<file path="src/rtl/mdu_pkg.sv">
// Shared op codes, FSM states and word widths for the HI/LO multiply/accumulate unit.
package mdu_pkg;

  localparam int WORD_W  = 32;
  localparam int DWORD_W = 64;

  typedef enum logic [2:0] {
    MDU_MULT  = 3'd0,
    MDU_MULTU = 3'd1,
    MDU_MADD  = 3'd2,
    MDU_MSUB  = 3'd3,
    MDU_MTHI  = 3'd4,
    MDU_MTLO  = 3'd5
  } mdu_op_e;

  typedef enum logic [1:0] {
    S_IDLE = 2'd0,
    S_ITER = 2'd1,
    S_FIX  = 2'd2,
    S_WB   = 2'd3
  } mdu_state_e;

  function automatic logic is_signed_op(input logic [2:0] op);
    return (op == MDU_MULT) || (op == MDU_MADD) || (op == MDU_MSUB);
  endfunction

  // Two's-complement magnitude; 0x80000000 maps to itself, which is correct read as unsigned.
  function automatic logic [WORD_W-1:0] magnitude(input logic [WORD_W-1:0] v, input logic sgn);
    return (sgn && v[WORD_W-1]) ? (~v + 1'b1) : v;
  endfunction

endpackage

</file>
<file path="src/rtl/mdu_shift_add_core.sv">
// One shift-add step: adds multiplicand x low multiplier digit into the partial product,
// then advances multiplicand and multiplier by BITS_PER_CYCLE. Purely combinational.
module mdu_shift_add_core
  import mdu_pkg::*;
#(
  parameter int BITS_PER_CYCLE = 2
) (
  input  logic [DWORD_W-1:0] partial_i,
  input  logic [DWORD_W-1:0] mcand_i,
  input  logic [WORD_W-1:0]  mplier_i,
  output logic [DWORD_W-1:0] partial_o,
  output logic [DWORD_W-1:0] mcand_o,
  output logic [WORD_W-1:0]  mplier_o
);

  always_comb begin
    partial_o = partial_i;
    for (int b = 0; b < BITS_PER_CYCLE; b++) begin
      if (mplier_i[b]) partial_o = partial_o + (mcand_i << b);
    end
  end

  assign mcand_o  = mcand_i << BITS_PER_CYCLE;
  assign mplier_o = mplier_i >> BITS_PER_CYCLE;

endmodule

</file>
<file path="src/rtl/hilo_mdu_sequencer.sv">
// Multi-cycle mult/multu/madd/msub/mthi/mtlo unit owning HI/LO, stalling dependent accesses.
// Define HILO_MDU_EARLY_TERM_EN to finish iterating as soon as the remaining multiplier is zero.
module hilo_mdu_sequencer
  import mdu_pkg::*;
#(
  parameter int BITS_PER_CYCLE = 2,
  parameter int ITER_W         = 6
) (
  input  logic              Clk_i,
  input  logic              Reset_i,
  input  logic              Start_i,
  input  logic [2:0]        MduOp_i,
  input  logic [WORD_W-1:0] OpA_i,
  input  logic [WORD_W-1:0] OpB_i,
  input  logic              HiLoRead_i,
  input  logic              Flush_i,
  output logic              Busy_o,
  output logic              Done_o,
  output logic              Stall_o,
  output logic [WORD_W-1:0] HI_o,
  output logic [WORD_W-1:0] LO_o
);

  localparam logic [ITER_W-1:0] ITERS = ITER_W'(WORD_W / BITS_PER_CYCLE);

  mdu_state_e          state_q, state_d;
  logic [ITER_W-1:0]   cnt_q, cnt_d;
  logic [DWORD_W-1:0]  mcand_q, mcand_d;
  logic [WORD_W-1:0]   mplier_q, mplier_d;
  logic [DWORD_W-1:0]  partial_q, partial_d;
  logic [DWORD_W-1:0]  res_q, res_d;
  logic [2:0]          op_q, op_d;
  logic                neg_q, neg_d;
  logic                done_q, done_d;
  logic [WORD_W-1:0]   hi_q, hi_d, lo_q, lo_d;

  logic [DWORD_W-1:0]  core_partial, core_mcand, product;
  logic [WORD_W-1:0]   core_mplier;
  logic                sgn;

  mdu_shift_add_core #(.BITS_PER_CYCLE(BITS_PER_CYCLE)) u_core (
    .partial_i (partial_q),
    .mcand_i   (mcand_q),
    .mplier_i  (mplier_q),
    .partial_o (core_partial),
    .mcand_o   (core_mcand),
    .mplier_o  (core_mplier)
  );

  always_comb begin
    state_d   = state_q;
    cnt_d     = cnt_q;
    mcand_d   = mcand_q;
    mplier_d  = mplier_q;
    partial_d = partial_q;
    res_d     = res_q;
    op_d      = op_q;
    neg_d     = neg_q;
    hi_d      = hi_q;
    lo_d      = lo_q;
    done_d    = 1'b0;
    product   = '0;
    sgn       = 1'b0;

    unique case (state_q)
      S_IDLE: begin
        if (Start_i && !Flush_i) begin
          case (MduOp_i)
            MDU_MTHI: begin
              hi_d   = OpA_i;
              done_d = 1'b1;
            end
            MDU_MTLO: begin
              lo_d   = OpA_i;
              done_d = 1'b1;
            end
            MDU_MULT, MDU_MULTU, MDU_MADD, MDU_MSUB: begin
              sgn       = is_signed_op(MduOp_i);
              mcand_d   = {{WORD_W{1'b0}}, magnitude(OpA_i, sgn)};
              mplier_d  = magnitude(OpB_i, sgn);
              partial_d = '0;
              neg_d     = sgn & (OpA_i[WORD_W-1] ^ OpB_i[WORD_W-1]);
              op_d      = MduOp_i;
              cnt_d     = ITERS;
              state_d   = S_ITER;
`ifdef HILO_MDU_EARLY_TERM_EN
              if (mplier_d == '0) state_d = S_FIX;
`endif
            end
            default: ;
          endcase
        end
      end
      S_ITER: begin
        if (Flush_i) begin
          state_d = S_IDLE;
        end else begin
          partial_d = core_partial;
          mcand_d   = core_mcand;
          mplier_d  = core_mplier;
          cnt_d     = cnt_q - 1'b1;
          if (cnt_q == ITER_W'(1)) state_d = S_FIX;
`ifdef HILO_MDU_EARLY_TERM_EN
          if (core_mplier == '0) state_d = S_FIX;
`endif
        end
      end
      S_FIX: begin
        if (Flush_i) begin
          state_d = S_IDLE;
        end else begin
          product = neg_q ? (~partial_q + 1'b1) : partial_q;
          case (op_q)
            MDU_MADD: res_d = {hi_q, lo_q} + product;
            MDU_MSUB: res_d = {hi_q, lo_q} - product;
            default:  res_d = product;
          endcase
          state_d = S_WB;
        end
      end
      // Commit is past the point of no return, so a late flush is ignored here.
      S_WB: begin
        hi_d    = res_q[DWORD_W-1:WORD_W];
        lo_d    = res_q[WORD_W-1:0];
        done_d  = 1'b1;
        state_d = S_IDLE;
      end
      default: state_d = S_IDLE;
    endcase
  end

  always_ff @(posedge Clk_i or negedge Reset_i) begin
    if (!Reset_i) begin
      state_q   <= S_IDLE;
      cnt_q     <= '0;
      mcand_q   <= '0;
      mplier_q  <= '0;
      partial_q <= '0;
      res_q     <= '0;
      op_q      <= '0;
      neg_q     <= 1'b0;
      done_q    <= 1'b0;
      hi_q      <= '0;
      lo_q      <= '0;
    end else begin
      state_q   <= state_d;
      cnt_q     <= cnt_d;
      mcand_q   <= mcand_d;
      mplier_q  <= mplier_d;
      partial_q <= partial_d;
      res_q     <= res_d;
      op_q      <= op_d;
      neg_q     <= neg_d;
      done_q    <= done_d;
      hi_q      <= hi_d;
      lo_q      <= lo_d;
    end
  end

  assign Busy_o  = (state_q != S_IDLE);
  assign Stall_o = Busy_o & (Start_i | HiLoRead_i);
  assign Done_o  = done_q;
  assign HI_o    = hi_q;
  assign LO_o    = lo_q;

endmodule
</file>
<file path="config.mk">
export PLATFORM = sky130hd
export DESIGN_NAME = hilo_mdu_sequencer
export DESIGN_NICKNAME = d
export VERILOG_FILES = /design/src/rtl/mdu_pkg.sv /design/src/rtl/mdu_shift_add_core.sv /design/src/rtl/hilo_mdu_sequencer.sv
export SDC_FILE = /design/constraint.sdc
export NUM_CORES = 1
export LEC_CHECK = 0
export CORE_MARGIN = 3
export CORE_UTILIZATION = 60
export CTS_BUF_LIST = sky130_fd_sc_hd__clkbuf_8 sky130_fd_sc_hd__clkbuf_16
export DETAILED_ROUTE_END_ITERATION = 16
export GPL_TIMING_DRIVEN = 0
export HOLD_SLACK_MARGIN = 0.05
export PLACE_DENSITY = 0.88
export SLEW_MARGIN = 30
export SYNTH_ARGS = -nofsm -noshare
export SYNTH_HDL_FRONTEND = slang
export SYNTH_HIERARCHICAL = 1
export SYNTH_SLANG_ARGS = --single-unit
</file>
<file path="constraint.sdc">
create_clock -name Clk_i -period 9.08 [get_ports Clk_i]
set_input_delay 1.816 -clock Clk_i [delete_from_list [all_inputs] [get_ports Clk_i]]
set_output_delay 1.816 -clock Clk_i [all_outputs]
set_load 0.02 [all_outputs]
</file>
Word level (Yosys, flattened, before mapping)
Index checks and enable logic that the tools add are counted.
{"block": "totals", "elab_cells": 100, "register_bits": 301, "output_inout_bits": 67, "in_bits": 72}
{"block": "op_classes", "add_sub_neg": 8, "mux": 37, "reduce_logical": 19, "bitwise": 8, "n_eq_ne": 17}
{"cell": "$mux W64", "count": 9}
{"cell": "$pmux W64 S2", "count": 3}
{"cell": "$mux W32", "count": 9}
{"cell": "$add A64 B64 Y64", "count": 3}
{"cell": "$pmux W32 S2", "count": 3}
{"cell": "$add A32 B1 Y32 const B", "count": 2}
{"cell": "$add A64 B1 Y64 const B", "count": 1}
{"cell": "$not A32 Y32", "count": 2}
{"cell": "$not A64 Y64", "count": 1}
{"cell": "$sub A64 B64 Y64", "count": 1}
{"cell": "$mux W6", "count": 3}
{"cell": "$eq A3 B2 Y1 const B", "count": 4}
{"cell": "$pmux W6 S2", "count": 1}
{"cell": "$reduce_and A3 Y1", "count": 4}
{"cell": "$mux W2", "count": 5}
{"cell": "$pmux W2 S4", "count": 1}
{"cell": "$eq A3 B3 Y1 const B", "count": 2}
{"cell": "$eq A6 B1 Y1 const B", "count": 1}
{"cell": "$ne A2 B1 Y1 const B", "count": 3}
{"cell": "$reduce_bool A2 Y1", "count": 3}
{"cell": "$sub A6 B1 Y6 const B", "count": 1}
{"cell": "$eq A2 B2 Y1 const B", "count": 2}
{"cell": "$ne A2 B2 Y1 const B", "count": 2}
{"cell": "$reduce_and A4 Y1", "count": 1}
{"cell": "17 further kinds", "count": 22}

Longest topological paths before layout
Gate-level depths: netlist (run 1).
{"block": "logic_depth", "word_depth": 8, "mapped_depth": 31, "ltp_nobuf": 26}

By module
The synthesis (run 1) kept the hierarchy.
{"module": "hilo_mdu_sequencer", "cells_each": 2729, "n_inst": 1, "area_each_um2": 21254.1}
{"module": "mdu_shift_add_core", "cells_each": 1448, "n_inst": 1, "area_each_um2": 9914.5}

Least setup slack after synthesis (run 1)
No wires, ideal clock.
{"block": "synth_timing", "path_type": "reg-to-reg", "from": "register neg_q", "to": "register res_q[62]", "path_stages_with_launch": 32, "required_time_ns": 8.986, "t_arrival_ns": 7.191, "path_slack_ns": 1.796, "n_path_buf": 9, "setup_ns": 0.094, "synth_period_minus_slack_ns": 7.284, "path_cell_list": "dfrtp_1 -> clkbuf_1 -> clkbuf_1 -> clkbuf_1 -> clkbuf_1 -> clkbuf_1 -> buf_1 -> clkbuf_1 -> buf_1 -> mux2i_1 -> ha_1 -> and4_1 -> nand4_1 -> nor4_1 -> nand2_1 -> nor3_1 -> nand2_1 -> o21ai_0 -> xor2_1 -> ha_1 -> clkbuf_1 -> and4_1 -> nand2_1 -> or3_1 -> a2111oi_0 -> a211o_1 -> or3_1 -> nand2_1 -> o31ai_1 -> nand3_1 -> mux2_2 -> a211oi_1"}
{"block": "synth_between", "elab_chain_cells": 3, "word_cells_on_any_way": 4, "classes_between": "add/sub (2); mux (2)"}
{"element": "from (decl)", "line": "hilo_mdu_sequencer.sv:33", "text": "logic neg_q, neg_d;"}
{"element": "from (signal assigned)", "line": "hilo_mdu_sequencer.sv:153", "text": "neg_q <= neg_d;"}
{"element": "$mux W64 *", "line": "hilo_mdu_sequencer.sv:112", "text": "product = neg_q ? (~partial_q + 1'b1) : partial_q;"}
{"element": "$sub A64 B64 Y64 or $add A64 B64 Y64 (tied branches)", "line": "hilo_mdu_sequencer.sv:115, hilo_mdu_sequencer.sv:114"}
{"element": "$pmux W64 S2 *", "line": "hilo_mdu_sequencer.sv:113", "text": "case (op_q)"}
{"element": "to (signal assigned)", "line": "hilo_mdu_sequencer.sv:151", "text": "res_q <= res_d;"}
{"element": "to (decl)", "line": "hilo_mdu_sequencer.sv:31", "text": "logic [DWORD_W-1:0] res_q, res_d;"}
Mark *: on every way between the ends. The rest lies on a longest branch, timed or not.
A chain may end at the register's enable or synchronous reset.

Worst setup path in the final report (run 1)
Ends and elaborated chain as after synthesis.

==> metrics, run 1 <==
fin crit share 0.9313; clk sink count 301; Die Area 0.05472 mm^2; nets 4641; startpoint types flip-flop; post-synth cell types 109; pwr dens 421.2 mW/mm^2; final setup TNS 0 ns; clock buffer depth 3; sequential share of the synthesized area 0.2417; # hold bufs at CTS 0; Ys Warns 6; Synth Register Bits 301; total number of vias 32.87k; most common cell type on the critical path nand2_1; Crit path largest cell delay 0.44 ns; Max-cap violations 0; RSZ-0062 raised after global routing no; worst rel slew slack 0.2843; Hold Crit Class flip-flop to flip-flop; Rows 82; share of cells above drive strength 1 0.07575; Post-DRT Antenna Nets 0; arrival time worst endpoint 8.93 ns; antenna violations before repair 2; Worst Setup End Kind flip-flop; Fin Clk Skew 0.02446 ns; Clock Pin Slew Worst Setup and Hold Paths 0.06 ns; DR DRC count 0; CTS buffer count 37; first-pass GRT wire length 173800 um; router iterations before antenna repair 9; Fillers 4419; FMAX 118.3 MHz; WL final 114300 um; WS Path Type flip-flop to flip-flop; leakage 15.26 nW; CP max-delay cell clkbuf_4; ys async rst share 1.000; Initial Util 0.6137; Die Y 233.9 um; number of synthesized flops with an enable pin 0; Post-synth top flop dfrtp_1; Critical Path RT 9.55 ns; Avg Synthesized Cell Area 7.462 um^2; Die X 233.9 um; DP HPWL 90460 um; vias in the first global route 30.15k; crit-path max FO 28; Hold Fails Final Rpt 0; Synth Cell Area 0.03117 mm^2; Final min period 8.456 ns; Slew @ Worst Pin 1.074 ns; IO Count 139; Vias/cell 6.500; status completed; WL/cell 22.61 um; GRT Total Usage 0.4102; routability cong. 1.021; core area 0.05079 mm^2; Hold WS 0.4790 ns; CTS tree done; drt initial violations 3980; post-CTS sizing 4; # setup viols final 0; Final Slew Violations 0; Root Driver clkbuf_16; VDD IR-drop max 0.2300 mV; H-tree levels 2; P&R area growth vs syn 11.25%; worst skew pair latency 0.58 ns; Setup Buffers After CTS 0; total gr overflow 0; pin count of the biggest net entering global routing 85; Post-Syn Instances 4177; IO Port Bufs 138
-- sequential cells by signal, indices dropped and copies added (netlist names) --
signal,flops
partial_q,64
cnt_q,6
HI_o,32
op_q,3
mcand_q,64
res_q,64
state_q,2
Done_o,1
mplier_q,32
LO_o,32
neg_q,1
-- final cells by class --
class	count	area, um^2	area share
multi-input combinational	3453	21660	0.6246
clock buffer	42	1017	0.02934
tap	672	840.8	0.02425
timing repair buffer	143	1479	0.04265
clock inverter	21	133.9	0.003861
buffer	335	1678	0.04839
sequential	301	7532	0.2172
inverter	88	330.3	0.009526
antenna	2	5.005	0.0001443
-- path summary, 6_finish.rpt --
| path | start | to | slack, ns | cells past startpoint |
|---|---|---|---|---|
| setup / recovery | neg_q | res_q[62] | 0.62 | 28 |
| setup reg to reg | neg_q | res_q[62] | 0.62 | 28 |
| hold reg to reg | mplier_q[8] | mplier_q[8] | 0.48 | 2 |
| max in group asynchronous | Reset_i | HI_o[16] | 6.27 | 4 |
| hold / removal | mplier_q[8] | mplier_q[8] | 0.48 | 2 |
| min in group asynchronous | Reset_i | mplier_q[8] | 1.20 | 1 |
-- worst max-delay path, delay by kind of cell (launching register included) --
family | cells | cell delay (ns)
AO/OA/AOI/OAI | 5 | 1.59
XOR/XNOR | 1 | 0.12
adder cells (fa/ha/maj) | 2 | 0.55
buffers and inverters | 6 | 2.20
flip-flops | 1 | 0.35
multiplexers | 2 | 0.69
AND/OR/NAND/NOR | 12 | 2.80
-- synth_stat cells (15+ instances only) --
cell,instances,share of area
or3_1,39,0.0078
inv_1,86,0.010
xor2_1,188,0.053
o21ai_0,437,0.070
nor3_1,59,0.0095
o21bai_1,40,0.0096
nor4_1,27,0.0054
dfrtp_1,301,0.24
buf_4,96,0.023
and2_1,17,0.0034
nand2b_1,21,0.0042
nand2_1,607,0.073
xnor2_1,165,0.046
and3_1,27,0.0054
nor2_1,331,0.040
nand3_1,65,0.010
o41ai_1,16,0.0045
or4_1,15,0.0036
o31ai_1,63,0.015
a21o_1,106,0.026
clkbuf_1,213,0.026
mux2_2,76,0.027
nor2b_1,57,0.011
nand4_1,62,0.012
a31oi_1,36,0.0072
a21oi_1,508,0.082
o21a_1,16,0.0039
or2_2,21,0.0042
ha_1,207,0.083
-- layer usage --
layer  part of all wire  global-route usage  vias up
met2               0.41              0.5972     1938
met5                  0                   0        -
met1               0.41              0.5750    15402
met3               0.11             0.08017      340
li1                   -                   -    15190
met4              0.062              0.2179        0
-- placed cells by master, fill, tap and decap left out, types with 15 or more instances in the layout --
| master | netlist | routed |
|---|---|---|
| o31ai_1 | 63 | 63 |
| nand4_1 | 62 | 62 |
| a21o_1 | 106 | 106 |
| mux2_2 | 76 | 76 |
| nor3_1 | 59 | 58 |
| clkbuf_16 | 0 | 39 |
| nand3_1 | 65 | 65 |
| o21bai_1 | 40 | 40 |
| clkdlybuf4s50_1 | 0 | 137 |
| and2_1 | 17 | 17 |
| nand2b_1 | 21 | 21 |
| o21ai_0 | 437 | 437 |
| nand2_1 | 607 | 607 |
| nor2b_1 | 57 | 57 |
| ha_1 | 207 | 207 |
| inv_1 | 86 | 92 |
| or4_1 | 15 | 15 |
| buf_4 | 96 | 96 |
| or2_2 | 21 | 21 |
| o21a_1 | 16 | 16 |
| buf_2 | 12 | 15 |
| a31oi_1 | 36 | 36 |
| or3_1 | 39 | 39 |
| o41ai_1 | 16 | 16 |
| nor4_1 | 27 | 27 |
| xor2_1 | 188 | 188 |
| dfrtp_1 | 301 | 301 |
| xnor2_1 | 165 | 165 |
| and3_1 | 27 | 27 |
| nor2_1 | 331 | 331 |
| clkbuf_1 | 213 | 203 |
| a21oi_1 | 508 | 508 |
-- cells by family after synthesis --
kind of cell / synth area share
buf+inv: 0.06435
xor+xnor: 0.1004
other cells: 0.0001203
mux: 0.03284
simple gates: 0.2092
flops: 0.2417
compound gates: 0.2663
fa+ha+maj: 0.08502
-- where the power goes --
| part | internal [mW] | switching (mW) | leakage [nW] |
|---|---|---|---|
| combinational | 3.94 | 6.85 | 10.7 |
| sequential | 1.79 | 0.563 | 3.98 |
| clock | 0.828 | 0.638 | 0.592 |
| total | 6.55 | 8.05 | 15.3 |
-- through the flow --
step / power, mW / worst slack [ns] / area, um^2 / util / cells
after floorplan: 9.660 / 1.796 / 31180 / - / 4180
after detailed placement: 12.69 / -0.9504 / 33520 / 0.6599 / 4995
after CTS: 14.22 / 0.03909 / 34670 / 0.6826 / 5057
after global placement: 12.57 / -7.000 / 33400 / 0.6577 / 4990
final: 14.61 / 0.6236 / 34680 / 0.6828 / 5057
after global routing: 15.60 / 0.1453 / 34670 / 0.6827 / 5055
No activity file was read; power rests on OpenSTA's default activity.
==> run 2: changes to the inputs <==
GPL_ROUTABILITY_DRIVEN = 1   (was unset)
==> results of run 2 <==
Final layout, timing and power as in run 1 (identical DEF).
